### config.mk
export PLATFORM = sky130hd
export DESIGN_NAME = bidir_io_port
export DESIGN_NICKNAME = d
export VERILOG_FILES = /design/src/rtl/bidir_io_port.sv
export SDC_FILE = /design/constraint.sdc
export NUM_CORES = 1
export LEC_CHECK = 0
export CORE_MARGIN = 3
export CORE_UTILIZATION = 30
export DETAILED_ROUTE_END_ITERATION = 7
export SLEW_MARGIN = 15
export SYNTH_ARGS = -nofsm -noshare
export SYNTH_HDL_FRONTEND = slang
export SYNTH_SLANG_ARGS = --single-unit
### constraint.sdc
create_clock -name clk -period 4.7 [get_ports clk]
set_input_delay 0.705 -clock clk [delete_from_list [all_inputs] [get_ports clk]]
set_output_delay 0.705 -clock clk [all_outputs]
set_load 0.05 [all_outputs]
### src/rtl/bidir_io_port.sv
// WIDTH-bit bidirectional I/O port: output data register, turnaround-guarded tri-state mask, pad synchroniser.
// Optional edge interrupts are built when BIDIR_IO_PORT_EDGE_IRQ_EN is defined.
module bidir_io_port #(
  parameter int WIDTH       = 8,
  parameter int SYNC_STAGES = 2,
  parameter int TURN_CYCLES = 2
) (
  input  logic             clk,
  input  logic             reset,
  input  logic             data_wr,
  input  logic [WIDTH-1:0] data_in,
  input  logic             tri_wr,
  input  logic [WIDTH-1:0] tri_in,
  output logic [WIDTH-1:0] pad_o,
  output logic [WIDTH-1:0] pad_t,
  input  logic [WIDTH-1:0] pad_i,
  output logic [WIDTH-1:0] rd_data,
  output logic             busy,
  input  logic [WIDTH-1:0] irq_clr,
  output logic [WIDTH-1:0] irq_flags,
  output logic             irq
);

  typedef enum logic {
    IDLE,
    TURN
  } state_t;

  localparam logic [3:0] TURN_LOAD = 4'(TURN_CYCLES);

  state_t           state;
  logic [3:0]       turn_cnt;
  logic [WIDTH-1:0] pending;
  logic [WIDTH-1:0] enabling;
  logic [WIDTH-1:0] released_t;

  // Bits asked to go from high-Z to driven need the dead time; releases never wait.
  assign enabling   = pad_t & ~tri_in;
  assign released_t = pad_t | tri_in;

  // NOTE: registers are assigned with <= so every flop samples pre-edge values.
  always_ff @(posedge clk) begin
    if (reset) begin
      pad_o <= '0;
    end else if (data_wr) begin
      pad_o <= data_in;
    end
  end

  always_ff @(posedge clk) begin
    if (reset) begin
      state    <= IDLE;
      turn_cnt <= '0;
      pending  <= '0;
      pad_t    <= '1;
      busy     <= 1'b0;
    end else begin
      case (state)
        IDLE: begin
          if (tri_wr) begin
            if (enabling == '0 || TURN_CYCLES == 0) begin
              pad_t <= tri_in;
            end else begin
              pad_t    <= released_t;
              pending  <= tri_in;
              turn_cnt <= TURN_LOAD;
              busy     <= 1'b1;
              state    <= TURN;
            end
          end
        end
        TURN: begin
          if (tri_wr) begin
            // A new request restarts the full dead time; bits already driving stay driven.
            pad_t    <= released_t;
            pending  <= tri_in;
            turn_cnt <= TURN_LOAD;
          end else if (turn_cnt == 4'd1) begin
            pad_t    <= pending;
            turn_cnt <= '0;
            busy     <= 1'b0;
            state    <= IDLE;
          end else begin
            turn_cnt <= turn_cnt - 4'd1;
          end
        end
        default: begin
          state <= IDLE;
        end
      endcase
    end
  end

  logic [WIDTH-1:0] sync_q [SYNC_STAGES];

  // NOTE: synchroniser flops are reset explicitly so readback is defined right after reset.
  always_ff @(posedge clk) begin
    if (reset) begin
      for (int k = 0; k < SYNC_STAGES; k++) begin
        sync_q[k] <= '0;
      end
    end else begin
      sync_q[0] <= pad_i;
      for (int k = 1; k < SYNC_STAGES; k++) begin
        sync_q[k] <= sync_q[k-1];
      end
    end
  end

  assign rd_data = sync_q[SYNC_STAGES-1];

`ifdef BIDIR_IO_PORT_EDGE_IRQ_EN
  logic [WIDTH-1:0] rd_prev;
  logic [WIDTH-1:0] flags_next;

  // Set wins over a simultaneous clear.
  assign flags_next = (irq_flags & ~irq_clr) | (rd_data & ~rd_prev);

  always_ff @(posedge clk) begin
    if (reset) begin
      rd_prev   <= '0;
      irq_flags <= '0;
      irq       <= 1'b0;
    end else begin
      rd_prev   <= rd_data;
      irq_flags <= flags_next;
      irq       <= |flags_next;
    end
  end
`else
  logic unused_irq_clr;

  assign unused_irq_clr = ^irq_clr;
  assign irq_flags      = '0;
  assign irq            = 1'b0;
`endif

endmodule

# == Word-level counts from Yosys, hierarchy flattened ==
# Memory sizes are Yosys's and may differ from the RTL's.
# Cells that the tools add are included.
# classes
add_sub_neg,1
multipliers,0
n_div,0
magnitude_cmp,0
eq_ne,7
shift,0
muxes,29
bitwise,6
n_reduce_logical,5
# ops
operator,n
$mux 8,9
$pmux 8 s2,2
$mux 4,4
$mux 1,11
$and 8x8->8,1
$logic_not 8->1,1
$ne 2x2->1 const B,4
$not 8->8,1
$or 8x8->8,1
$pmux 4 s2,1
$eq 4x1->1 const B,1
$pmux 1 s2,2
$reduce_and 2->1,2
$reduce_and 4->1,1
$sub 4x1->4 const B,1
$ne 3x2->1 const B,1
$reduce_and 3->1,1
$ne 2x1->1 const B,1
$or 1x1->1,2
$not 1->1,1
# word_totals
register_bits,30
latch_bits,0
ramBits,16
rom_bits,0
input_bits,36
output_inout_bits,34
elab_cells,55
n_memories,1
# memory_table
name,depth,width,rd,rd_clocked_by_memory_dff,wr,line_no,rtl
sync_q,2,8,2,0,2,94,logic [WIDTH-1:0] sync_q [SYNC_STAGES];

# == Longest topological paths before layout ==
# Gate-level depths: netlist (run 1).
# logic_depth
ltp_word,6
depth_mapped,9
depth_no_buf,7

# == Worst setup path before layout (run 1) ==
# No wires, ideal clock.
# synth_path
path_type,input-to-reg
start,input tri_in[4]
end,register pending[0]
setup_ns,0.128
arrival_time_ns,1.724
required_ns,4.572
slack_ns,2.849
path_stages,5
path_cell_list,nand2b_2 > o221ai_2 > o311ai_4 > mux2i_1 > nor2_1
# synth_between
elab_chain_cells,5
# synth_rtl
element,line_no,rtl
"start, declared",13,"input logic [WIDTH-1:0] tri_in,"
$not 8->8,38,assign enabling = pad_t & ~tri_in;
$and 8x8->8,38,
$logic_not 8->1,61,if (enabling == '0 || TURN_CYCLES == 0) begin
$ne 2x2->1 (no source line),--,
$reduce_and 3->1 (no source line),--,
"end signal, assigned",65,pending <= tri_in;
"end signal, assigned",76,pending <= tri_in;
"end, declared",33,logic [WIDTH-1:0] pending;
# Every way passes these cells.
# A chain may end at the register's enable or synchronous reset.

# == Worst setup path after layout (run 1) ==
# layout_path
start,input tri_in[7]
end,register pending[3]
# The elaborated chain is that of the path after synthesis.

==> results summary, run 1 <==
The count of nets left with antenna violations after detail routing is 0. Setup repair after global routing left no endpoint under its margin. The worst ir drop on vdd is 0.165 mV.

After filler insertion, the fill cell instance count of the layout stands at 648. The first-pass iteration count of the detailed router is 4. The final cell count without fillers is 332. The normalized max-slew margin came out at 39.4%.

The top cell family by delay on the critical path is compound AO/OA/AOI/OAI gates. Measured along the x axis, the die boundary spans 87.5 um. The buffer count from post-CTS setup fixing came out at 0. The TritonCTS sink count is 46. The overall track demand over capacity in global routing is 10.7%. Routability-driven placement finished with a final weighted congestion of 0.765. The sequential area share after synthesis came out at 46.2%.

The reported max-cap violation count is 0. The total clock buffers created by CTS came out at 5. At the worst endpoint, the required time is 4.88 ns. The max-slew violation total from the final report came out at 0. The pin count of the biggest net entering global routing came out at 47.

The via total after detailed routing came out at 1476. The synthesized instance count is 213. The via count of the first global-routing pass is 1368.

In this run the number of H-tree levels came out at 2. The synthesized design contains 46 register bits. The maximum fanout along the worst path came out at 8. The post-synthesis cell area is 0.00199 sq mm. The hold violation count in the final report is 0. The routed via count divided by cell count is 4.45. The maximum clock frequency came out at 0.443 GHz. The flow ran to the end, and the final reports show no timing, DRC or antenna violations. The leakage component of the power came out at 1.10 nW. The clock transition at the registers of the reported paths is 0.08 ns. The number of antenna violations at the first check in global routing is 0.

The die is 87.5 um tall. The number of violations reported at the end of detailed-routing iteration 0 came out at 91. Dividing the detail-routed wire length by the instance count gives 11.7 um. The repair_antennas step left the layout with diodes totalling 0. The DRC violation count after routing came out at 0.

The number of distinct standard cells referenced by the synthesized netlist came out at 31. The share of Yosys cell area claimed by the top area cell type is 46.2%. The shortest period the worst path allows came out at 2.26 ns. The transition time of the tightest slew-check pin is 0.907 ns. The number of rows in the core area is 29.

The root buffer cell chosen for the clock tree is sky130_fd_sc_hd__clkbuf_8. From synthesis to final layout, the design area changed by 30.9%. After synthesis, the cell types taking the most area are sky130_fd_sc_hd__dfxtp_1 46%, sky130_fd_sc_hd__mux2i_1 9.5%, sky130_fd_sc_hd__buf_4 6.4%. The later pin in the worst-skew pair is clocked with a latency of 0.30 ns.

The critical path is of the input port to flop type. The cell with the largest stage delay on the worst path is sky130_fd_sc_hd__o311ai_4. STA classifies the critical path endpoint as a flop. The worst min-delay path category is flop to flop. The delay of the slowest critical-path stage is 0.58 ns. The initial utilization of the core area, before any placement, comes to 31.2%.

Wires add up to 3870 um. The buffers plus inverters on the worst setup path came out at 1. The final total negative setup slack came out at 0 ns. The number of buffers added to fix hold violations after cts came out at 0.

The number of synthesis warnings is 0. The total power is 0.974 mW. STA puts the critical path data arrival time at 2.43 ns.

TritonCTS built the clock tree. The first-pass GRT wire length is 6340 um. Global routing finished with a remaining overflow of 0. The floorplan step defined a die boundary enclosing 0.00765 sq mm. The power density normalized to cell area came out at 374 mW/mm^2. Summed over all nets, the half-perimeter wirelength after detailed placement is 2750 um.

The number of port buffers is 52. The floorplan step defined a core boundary enclosing 0.00639 sq mm. In this run, post-CTS repair resized a total of 0 instances. Traced cell by cell, the critical path runs through clkdlybuf4s50_1 -> nand2b_1 -> o2111ai_4 -> o311ai_4 -> mux2i_1 -> nor2_1. The final cycle utilization of the critical path is 48.0%. During I/O placement, the number of pins put on the boundary was 70.

The largest total area in the synthesized netlist belongs to sky130_fd_sc_hd__dfxtp_1. The proportion of layout cells with a drive suffix above 1 is 5.49%. The longest clock path from root to sink contains 2 buffers.

Setup violations remaining at the end of the flow were counted as 0. The final net count is 294. The mean post-synth cell area is 9.35 sq um. The startpoint kind of the worst setup timing path is an input port. Measured on the finished design, the core utilization comes to 40.8%. For the final database, setup skew stands at 0.0101 ns.

The number of placed instances, taps included came out at 324.
## report_power, final
part | leakage [nW] | total (mW) | internal (mW) | switching, mW
sequential | 0.380 | 0.425 | 0.413 | 0.0122
clock | 0.0714 | 0.361 | 0.227 | 0.134
combinational | 0.645 | 0.188 | 0.0734 | 0.115
total | 1.10 | 0.974 | 0.713 | 0.261
## synthesized netlist by cell type (all sizes together)
cell type / number
or2b: 2
clkbuf: 6
buf: 21
a21oi: 7
conb: 1
dfxtp: 46
o21ai: 16
o22ai: 2
inv: 11
nor2b: 17
a211oi: 5
or3b: 1
a21o: 1
nand2b: 7
or3: 1
nand2: 4
o221ai: 1
o31ai: 2
nor3: 3
nand4: 3
ha: 4
o2111ai: 1
mux2i: 19
o311ai: 1
nor2: 31
## cell type report
cell class                 instances  area (sq um)  area share [%]
timing repair buffer              53           528            20.2
multi-input combinational        137           878            33.7
clock buffer                       6          82.6            3.17
sequential                        46           921            35.3
inverter                          11          41.3            1.58
tap                               77          96.3            3.69
clock inverter                     2          60.1            2.30
## state kept, by name, indices dropped and copies added, names as in the netlist
register and flops:
pending 8, pad_o 8, state 1, pad_t 8
busy 1, turn_cnt 4, sync_q 16
## logic make-up (layout without fill, tap and decap cells)
family | count (synthesis) | in the layout | share of synthesized area (%)
AO/OA/AOI/OAI | 36 | 36 | 12.8
adder cells (fa/ha/maj) | 4 | 4 | 2.51
buffers and inverters | 38 | 72 | 11.2
flip-flops | 46 | 46 | 46.2
multiplexers | 19 | 19 | 9.55
other | 1 | 9 | 0.188
AND/OR/NAND/NOR | 69 | 69 | 17.5
## metrics by stage
stage	worst slack [ns]	area (sq um)	hold slack, ns
after floorplan	2.85	2020	0.414
after global placement	2.05	2460	0.418
after detailed placement	2.07	2460	0.427
after CTS	2.40	2610	0.447
after global routing	2.21	2610	0.460
final	2.44	2610	0.441
## layer usage
layer | routed length (um) | vias to the layer above | track usage [%] | part of all wire (%)
li1 | - | 768 | - | -
met3 | 154 | 6 | 3.60 | 4.0
met2 | 1890 | 29 | 17.1 | 49
met5 | 0 | - | 0 | 0
met1 | 1760 | 673 | 13.0 | 45
met4 | 73 | 0 | 4.60 | 1.9
## worst paths after layout
check | startpoint | to | slack [ns] | cells after the start
setup / recovery | tri_in[7] | pending[3] | 2.44 | 6
hold / removal | sync_q[0][5] | sync_q[0][13] | 0.44 | 1
setup reg to reg | turn_cnt[1] | pad_t[5] | 2.84 | 6
hold reg to reg | sync_q[0][5] | sync_q[0][13] | 0.44 | 1
## placed cells by master (no fill, tap or decap), types with 2 or more instances in the layout
cell type and instances:
sky130_fd_sc_hd__clkbuf_8 6, sky130_fd_sc_hd__o22ai_1 2, sky130_fd_sc_hd__nand4_1 3, sky130_fd_sc_hd__nand2_1 4, sky130_fd_sc_hd__mux2i_1 19, sky130_fd_sc_hd__ha_1 4
sky130_fd_sc_hd__conb_1 9, sky130_fd_sc_hd__a21oi_1 7, sky130_fd_sc_hd__nand2b_1 6, sky130_fd_sc_hd__nor2b_1 17, sky130_fd_sc_hd__dfxtp_1 46, sky130_fd_sc_hd__nor3_1 3
sky130_fd_sc_hd__inv_1 11, sky130_fd_sc_hd__nor2_1 31, sky130_fd_sc_hd__o21ai_0 11, sky130_fd_sc_hd__a211oi_1 5, sky130_fd_sc_hd__o31ai_1 2, sky130_fd_sc_hd__bufinv_16 2
sky130_fd_sc_hd__o21ai_1 5, sky130_fd_sc_hd__clkdlybuf4s50_1 52
Note: power is estimated with default switching activity, not from simulation.
==> run 2, diff against run 1 <==
==> constraint.sdc (replaced) <==
create_clock -name clk -period 2.2 [get_ports clk]
set_input_delay 0.33 -clock clk [delete_from_list [all_inputs] [get_ports clk]]
set_output_delay 0.33 -clock clk [all_outputs]
set_load 0.05 [all_outputs]
==> run 2 against run 1 <==
- clock skew is 0.0029 ns lower
- total power up 90%
- die area did not move
- sequential share of layout area is 0.12 points higher
- register-to-register slack worse by 2.5 ns
- sequential cell count is the same
- count of clock-buffer cells in the layout is 1 higher
- first-iteration DRC count fell by 41%
- global-route usage shrank 0.16 points
- critical path depth did not move
- core utilization down 0.14 points
- final cell count rose by 1.2%
- critical endpoint is now pad_t[4]
- largest cell class unchanged
==> results summary, run 2 (synthesis results as in run 1) <==
The depth of the worst hold-timing path came out at 1 (unchanged). The overall track demand over capacity in global routing was 10.5% (-0.16 points). The setup clock skew after layout was 0.00722 ns (-0.00286 ns).

The overall die width came out at 87.5 um (unchanged). The number of violations reported at the end of detailed-routing iteration 0 came to 54 (-41%). In this design, the largest share of critical-path delay is due to compound AO/OA/AOI/OAI gates.

The final cell count without fillers was 336 (+1.2%). The first-pass iteration count of the detailed router is 4 (unchanged). The top cell types in the final layout, fill and taps aside, are 52 x sky130_fd_sc_hd__clkdlybuf4s50_1, 46 x sky130_fd_sc_hd__dfxtp_1, 31 x sky130_fd_sc_hd__nor2_1, 19 x sky130_fd_sc_hd__mux2i_1, 17 x sky130_fd_sc_hd__nor2b_1. The worst ir drop on vdd came out at 0.406 mV (+150%). The net switching power of the design is 0.546 mW (+110%). The delay of the slowest critical-path stage is 0.45 ns (-0.13 ns). The proportion of layout cells with a drive suffix above 1 is 6.56% (+1.1 points). The number of port buffers came out at 52 (unchanged). The critical path depth came out at 6 (unchanged). For this design, the slowest cell found on the critical path is sky130_fd_sc_hd__or3b_1. The final total negative setup slack is 0 ns (unchanged).

TritonCTS built the clock tree. The hold violation count in the final report came out at 0 (unchanged). The leakage component of the power is 1.10 nW (+0.13%). The sum of overflow across all layers after global routing came out at 0 (unchanged). The first-pass GRT wire length was 6360 um (+0.32%). The shortest period the worst path allows came out at 1.87 ns. The vertical extent of the die is 87.5 um (unchanged).

The pin count of the biggest net entering global routing was 47 (unchanged). The reported max-cap violation count was 0 (unchanged). The post-detailed-placement half-perimeter wirelength is 2840 um (+3.4%). The power density normalized to cell area was 711 mW/mm^2 (+90%). The cell area after placement is 0.00251 sq mm (+1.7%). The synthesis-to-finish area growth is 30.5%. The critical path in this run is classified as flop to flop.

The data required time at the worst endpoint is 2.38 ns (-2.50 ns). The total clock buffers created by CTS came out at 5 (unchanged). The root buffer cell chosen for the clock tree is sky130_fd_sc_hd__clkbuf_8. The number of buffers on the longest clock path is 2 (unchanged).

The buffers plus inverters on the worst setup path is 1 (unchanged). The DRC violation count after routing is 0 (unchanged). The number of placed instances, taps included is 328 (+1.2%). The top-level port count is 70 (unchanged). The number of flip-flops in the largest register came out at 16 (unchanged). The area of all placed cells without fillers was 0.00260 sq mm (-0.34%). The total internal power is 1.30 mW (+83%). The normalized max-slew margin is 65.6% (+26 points). The setup violation total in the final timing report was 0 (unchanged).

The kind of end point of the critical path is a flop. In this run the critical register-to-register path is captured at pad_t[4]. The number of buffers added to fix hold violations after cts came out at 0 (unchanged).

The number of rows in the core area came out at 29 (unchanged). Setup repair after global routing left no endpoint under its margin. The share of power burned in combinational logic came out at 22.4% (+3.1 points).

The starting utilization of the core area is 31.2% (unchanged). The core outline area is 0.00639 sq mm (unchanged). The detailed-route wire length came out at 3930 um (+1.6%). The global placement routability congestion came out at 0.767 (+0.30%).

STA classifies the critical path startpoint as a flop. The startpoint identified for the worst hold timing path is sync_q[0][3]. The maximum fanout along the worst path is 12 (+4). The leading cell type in the layout, fill and taps excluded is sky130_fd_sc_hd__clkdlybuf4s50_1.

The final net count is 298 (+1.4%). The die outline area came out at 0.00765 sq mm (unchanged). The logic depth of the worst register-to-register path is 6 (unchanged). The worst hold path terminates at sync_q[0][11]. The count of antenna diodes in the layout is 0 (unchanged). The max-slew violation total from the final report is 0 (unchanged). The clock transition at the registers of the reported paths came out at 0.09 ns (about the same).

The count of nets left with antenna violations after detail routing came out at 0 (unchanged). The post-cts repair resize count is 0 (unchanged). The clock power share came out at 28.4% (-8.6 points). The routed via count divided by cell count is 4.44 (-0.12%).

After layout, the worst path uses 84.8% of the clock period. The signal on the critical path passes through inv_1 -> ha_1 -> or3b_1 -> a21o_1 -> a211oi_1 -> o21ai_1. The worst path arrival time was 2.05 ns (-0.38 ns). The via count of the first global-routing pass is 1414 (+3.4%). The number of levels in the clock H-tree came out at 2 (unchanged).

The clock insertion delay at the later pin of the skew report came to 0.29 ns (about the same). The flow ran to the end, and the final reports show no timing, DRC or antenna violations. The worst hold-check slack was 0.439 ns (-0.00260 ns).

The via total after detailed routing came out at 1492 (+1.1%). The buffer count from post-CTS setup fixing is 0 (unchanged). The transition time of the tightest slew-check pin came out at 0.514 ns (-0.393 ns).

The worst setup margin is 0.334 ns (-2.11 ns). The register with the most flip-flops in the final layout is sync_q. The worst-case register-to-register setup slack is 0.33 ns (-2.51 ns). The routed length per instance came out at 11.7 um (+0.37%).

Derived from the worst setup path, the maximum achievable clock frequency is 0.536 GHz. The sequential share of power came to 49.2% (+5.5 points). The switching fraction of total power came to 29.5% (+2.7 points). The worst setup slack after placement was 0.105 ns (-1.97 ns).

The startpoint of the lowest-slack register-to-register path is turn_cnt[1]. The TritonCTS sink count is 46 (unchanged). The min-delay analysis places its worst path in the category flop to flop. The number of antenna violations at the first check in global routing is 0 (unchanged).
-- run 2: cell count changes in the layout (fill, tap and decap cells not counted), sizes merged --
cell / change
bufinv: -2
clkinv: +1
buf: +4
clkbuf: +1
-- run 2: worst max path at each step --
stage,startpoint,end,slack [ns]
final,turn_cnt[1],pad_t[4],0.33
after global routing,turn_cnt[1],pad_t[4],0.12
after CTS,turn_cnt[1],pad_t[5],0.31
after detailed placement,tri_wr,pad_t[5],0.10
after global placement,tri_in[4],pending[1],0.14
after floorplan,pad_t[1],pending[7],0.48
-- run 2: routing by layer --
metal  vias up  share of wire [%]  wire [um]  GRT usage (%)
met2        26                 50       1980           17.9
met4         0                1.1         44           3.35
met3         5                3.6        141           2.93
li1        770                  -          -              -
met1       691                 45       1770           12.7
met5         -                  0          0              0
-- run 2: layout make-up --
cell class,instances,area [sq um]
fill,643,3790
sequential,46,921
multi-input combinational,137,878
timing repair buffer,57,571
tap,77,96.3
clock buffer,7,86.3
inverter,11,41.3
clock inverter,1,5.00
-- run 2: worst reg2reg max path: cells and delay by family, from the launching register on --
kind	cells	cell delay (ns)
AND/OR/NAND/NOR	1	0.45
flip-flops	1	0.32
buffers and inverters	1	0.10
AO/OA/AOI/OAI	3	0.75
adder cells (fa/ha/maj)	1	0.15
-- run 2: power groups by stage --
stage,registers [mW],clock network (mW),logic (mW)
6_report,0.909,0.525,0.414
5_1_grt,0.916,0.586,0.448
2_1_floorplan,0.996,0,0.228
3_5_place_dp,0.929,0,0.417
4_1_cts,0.910,0.557,0.419
3_3_place_gp,0.928,0,0.413
-- run 2: through the flow --
step	util (%)	total power, mW
floorplan	-	1.22
global placement	39.3	1.34
detailed placement	39.3	1.35
CTS	40.7	1.88
global route	40.7	1.95
finish	40.7	1.85
==> run 3, diff against run 2 <==
==> constraint.sdc (replaced) <==
create_clock -name clk -period 1.66 [get_ports clk]
set_input_delay 0.249 -clock clk [delete_from_list [all_inputs] [get_ports clk]]
set_output_delay 0.249 -clock clk [all_outputs]
set_load 0.05 [all_outputs]
==> run 3 against run 2 <==
- sequential power rose by 33%
- sequential cell count unchanged
- register-to-register slack worse by 0.29 ns
- combinational power increased by 44%
- largest cell class unchanged
- hold slack better by 0.0042 ns
- critical path depth did not move
- worst setup slack lost 0.29 ns
- total power is 42% higher
- core utilization increased by 2.4 points
- non-clock buffer count is 18 higher
- critical endpoint is now pad_t[0]
==> results summary, run 3 (synthesis results as in run 1) <==
The flow ran to the end, and the final reports show no timing, DRC or antenna violations. The first-pass GRT wire length is 6490 um (+2.0%). The via total after detailed routing is 1591 (+6.6%). The number of buffers on the longest clock path is 2 (unchanged).

The starting utilization of the core area came out at 31.2% (unchanged). The count of nets left with antenna violations after detail routing is 0 (unchanged). The category of the most critical setup path is flop to flop. In this run the critical register-to-register path is launched from turn_cnt[1]. The final cycle utilization of the critical path is 97.1% (+12 points). The total clock buffers created by CTS came out at 5 (unchanged).

The via count of the first global-routing pass came out at 1435 (+1.5%). The overall die width came to 87.5 um (unchanged). The signal on the critical path passes through inv_2 -> ha_1 -> or3b_4 -> a21o_4 -> a211oi_1 -> o21ai_1.

The worst ir drop on vdd came to 0.526 mV (+30%). The TritonCTS sink count is 46 (unchanged). The leakage component of the power came out at 1.23 nW (+12%). The kind of end point of the critical path is a flop. STA classifies the critical path startpoint as a flop. The worst path arrival time is 1.81 ns (-0.24 ns). The maximum clock frequency came out at 0.620 GHz (+16%). The number of port buffers came out at 52 (unchanged). The sum of overflow across all layers after global routing came out at 0 (unchanged). The top-level port count is 70 (unchanged). The synthesis-to-finish area growth came out at 38.1%.

The number of buffers added to fix hold violations after cts was 0 (unchanged). The worst setup slack after placement was -0.315 ns (-0.420 ns). The cell area after placement came out at 0.00260 sq mm (+3.8%).

The proportion of layout cells with a drive suffix above 1 came out at 27.7% (+21 points). The final core area utilization is 43.1% (+2.4 points). The tree is rooted in a sky130_fd_sc_hd__clkbuf_8.

The worst setup margin came out at 0.0482 ns (-0.285 ns). The die outline area is 0.00765 sq mm (unchanged). The endpoint of the lowest-slack register-to-register path is pad_t[0]. The setup clock skew after layout is 0.00832 ns (+0.00110 ns). The worst hold path belongs to the class flop to flop. The area of all placed cells without fillers is 0.00275 sq mm (+5.9%). The number of violations reported at the end of detailed-routing iteration 0 came out at 86 (+59%). The register name with the most flops is sync_q. The buffers plus inverters on the worst setup path came out at 1 (unchanged).

The count of antenna diodes in the layout came out at 0 (unchanged). The number of flip-flops in the largest register came out at 16 (unchanged). The routed length per instance is 12.3 um (+5.0%). The setup violation total in the final timing report came out at 0 (unchanged). Among cell families on the critical path, the largest total delay comes from compound AO/OA/AOI/OAI gates.

The number of rows in the core area is 29 (unchanged). The clock transition at the registers of the reported paths is 0.10 ns (about the same). The logic depth of the worst register-to-register path came out at 6 (unchanged).

The pin count of the biggest net entering global routing is 47 (unchanged). The overall track demand over capacity in global routing is 10.7% (+0.22 points). TritonCTS built the clock tree. The total power came out at 2.62 mW (+42%).

The core outline area came out at 0.00639 sq mm (unchanged). The leading cell type in the layout, fill and taps excluded is sky130_fd_sc_hd__buf_4. The first-pass iteration count of the detailed router was 4 (unchanged).

The post-detailed-placement half-perimeter wirelength is 3100 um (+9.0%). The maximum fanout along the worst path is 6 (-6). The end point of the most critical hold path is sync_q[0][15]. The slowest stage of the critical path is the sky130_fd_sc_hd__or3b_4 cell. The routed via count divided by cell count is 4.48 (+0.93%). The data required time at the worst endpoint was 1.85 ns (-0.53 ns). The worst hold-check slack is 0.443 ns (+0.00424 ns). In the layout the commonest cells are 46 x sky130_fd_sc_hd__buf_4, 39 x sky130_fd_sc_hd__dfxtp_1, 31 x sky130_fd_sc_hd__nor2_1, 27 x sky130_fd_sc_hd__clkdlybuf4s50_1, 19 x sky130_fd_sc_hd__mux2i_1. The final total negative setup slack is 0 ns (unchanged).

The area of the multi-input gates was 913 sq um (+4.0%). The vertical extent of the die is 87.5 um (unchanged). The final cell count without fillers is 355 (+5.7%). The worst hold path begins at sync_q[0][7]. The shortest period the worst path allows came out at 1.61 ns (-0.255 ns). The power density normalized to cell area came to 951 mW/mm^2 (+34%). The register cell area after layout came out at 932 sq um (+1.2%).

The worst-case register-to-register setup slack is 0.05 ns (-0.29 ns). The detailed-route wire length was 4360 um (+11%). The number of placed instances, taps included came to 346 (+5.5%). Setup repair after global routing could not meet its margin everywhere. The hold violation count in the final report was 0 (unchanged). The number of fillers in the final layout came to 643 (unchanged).

The clock insertion delay at the later pin of the skew report came out at 0.30 ns (about the same). The reported max-cap violation count came out at 0 (unchanged). The number of antenna violations at the first check in global routing is 0 (unchanged). The max-slew violation total from the final report came out at 0 (unchanged).

The global placement routability congestion is 0.744 (-3.1%). The DRC violation count after routing came out at 0 (unchanged). The depth of the worst hold-timing path was 1 (unchanged). The number of levels in the clock H-tree came out at 2 (unchanged).

The final net count came to 317 (+6.4%). The delay of the slowest critical-path stage is 0.41 ns (-0.04 ns).
==> run 3: cell count changes in the layout (fill, tap and decap cells not counted), moves of 2 or more <==
cell / before / now
sky130_fd_sc_hd__clkdlybuf4s50_1: 52 / 27
sky130_fd_sc_hd__o21ai_0: 11 / 8
sky130_fd_sc_hd__o21ai_1: 5 / 8
sky130_fd_sc_hd__inv_2: 0 / 2
sky130_fd_sc_hd__a211oi_2: 0 / 2
sky130_fd_sc_hd__buf_4: 4 / 46
sky130_fd_sc_hd__dfxtp_2: 0 / 6
sky130_fd_sc_hd__dfxtp_1: 46 / 39
sky130_fd_sc_hd__inv_1: 11 / 9
sky130_fd_sc_hd__a211oi_1: 5 / 3
==> run 3: area by class of cell <==
type | count | share of cell area, %
inverters | 11 | 1.50
clock buffers | 6 | 3.41
repair buffers | 75 | 23.8
clock inverters | 2 | 0.682
flip-flops and latches | 46 | 33.9
multi-input cells | 138 | 33.2
well taps | 77 | 3.50
==> run 3: report_power, final <==
group	switching (mW)	internal, mW
clock	0.413	0.399
sequential	0.0380	1.17
combinational	0.347	0.250
total	0.797	1.82
==> run 3: repair_timing <==
item,CTS,global route
buffers inserted,0,0
cloned,0,1
gates resized for setup,2,10
pin swaps,0,2
setup endpoints to repair,6,13
==> run 3: routing by layer <==
| layer | up-vias | routed length, um | GRT usage (%) |
|---|---|---|---|
| met3 | 4 | 181 | 3.22 |
| li1 | 812 | - | - |
| met2 | 32 | 2110 | 17.4 |
| met5 | - | 0 | 0 |
| met4 | 0 | 62 | 4.18 |
| met1 | 743 | 2010 | 13.3 |
==> run 3: worst max-delay path by stage <==
| stage | startpoint | to | slack (ns) | cells past startpoint |
|---|---|---|---|---|
| after global routing | turn_cnt[1] | pad_t[7] | -0.03 | 7 |
| after CTS | turn_cnt[1] | pad_t[3] | 0.002 | 7 |
| after detailed placement | tri_in[7] | pending[2] | -0.32 | 7 |
| after floorplan | turn_cnt[1] | pad_t[0] | -0.02 | 8 |
| after global placement | tri_in[1] | pending[1] | -0.25 | 7 |
| final | turn_cnt[1] | pad_t[0] | 0.05 | 6 |
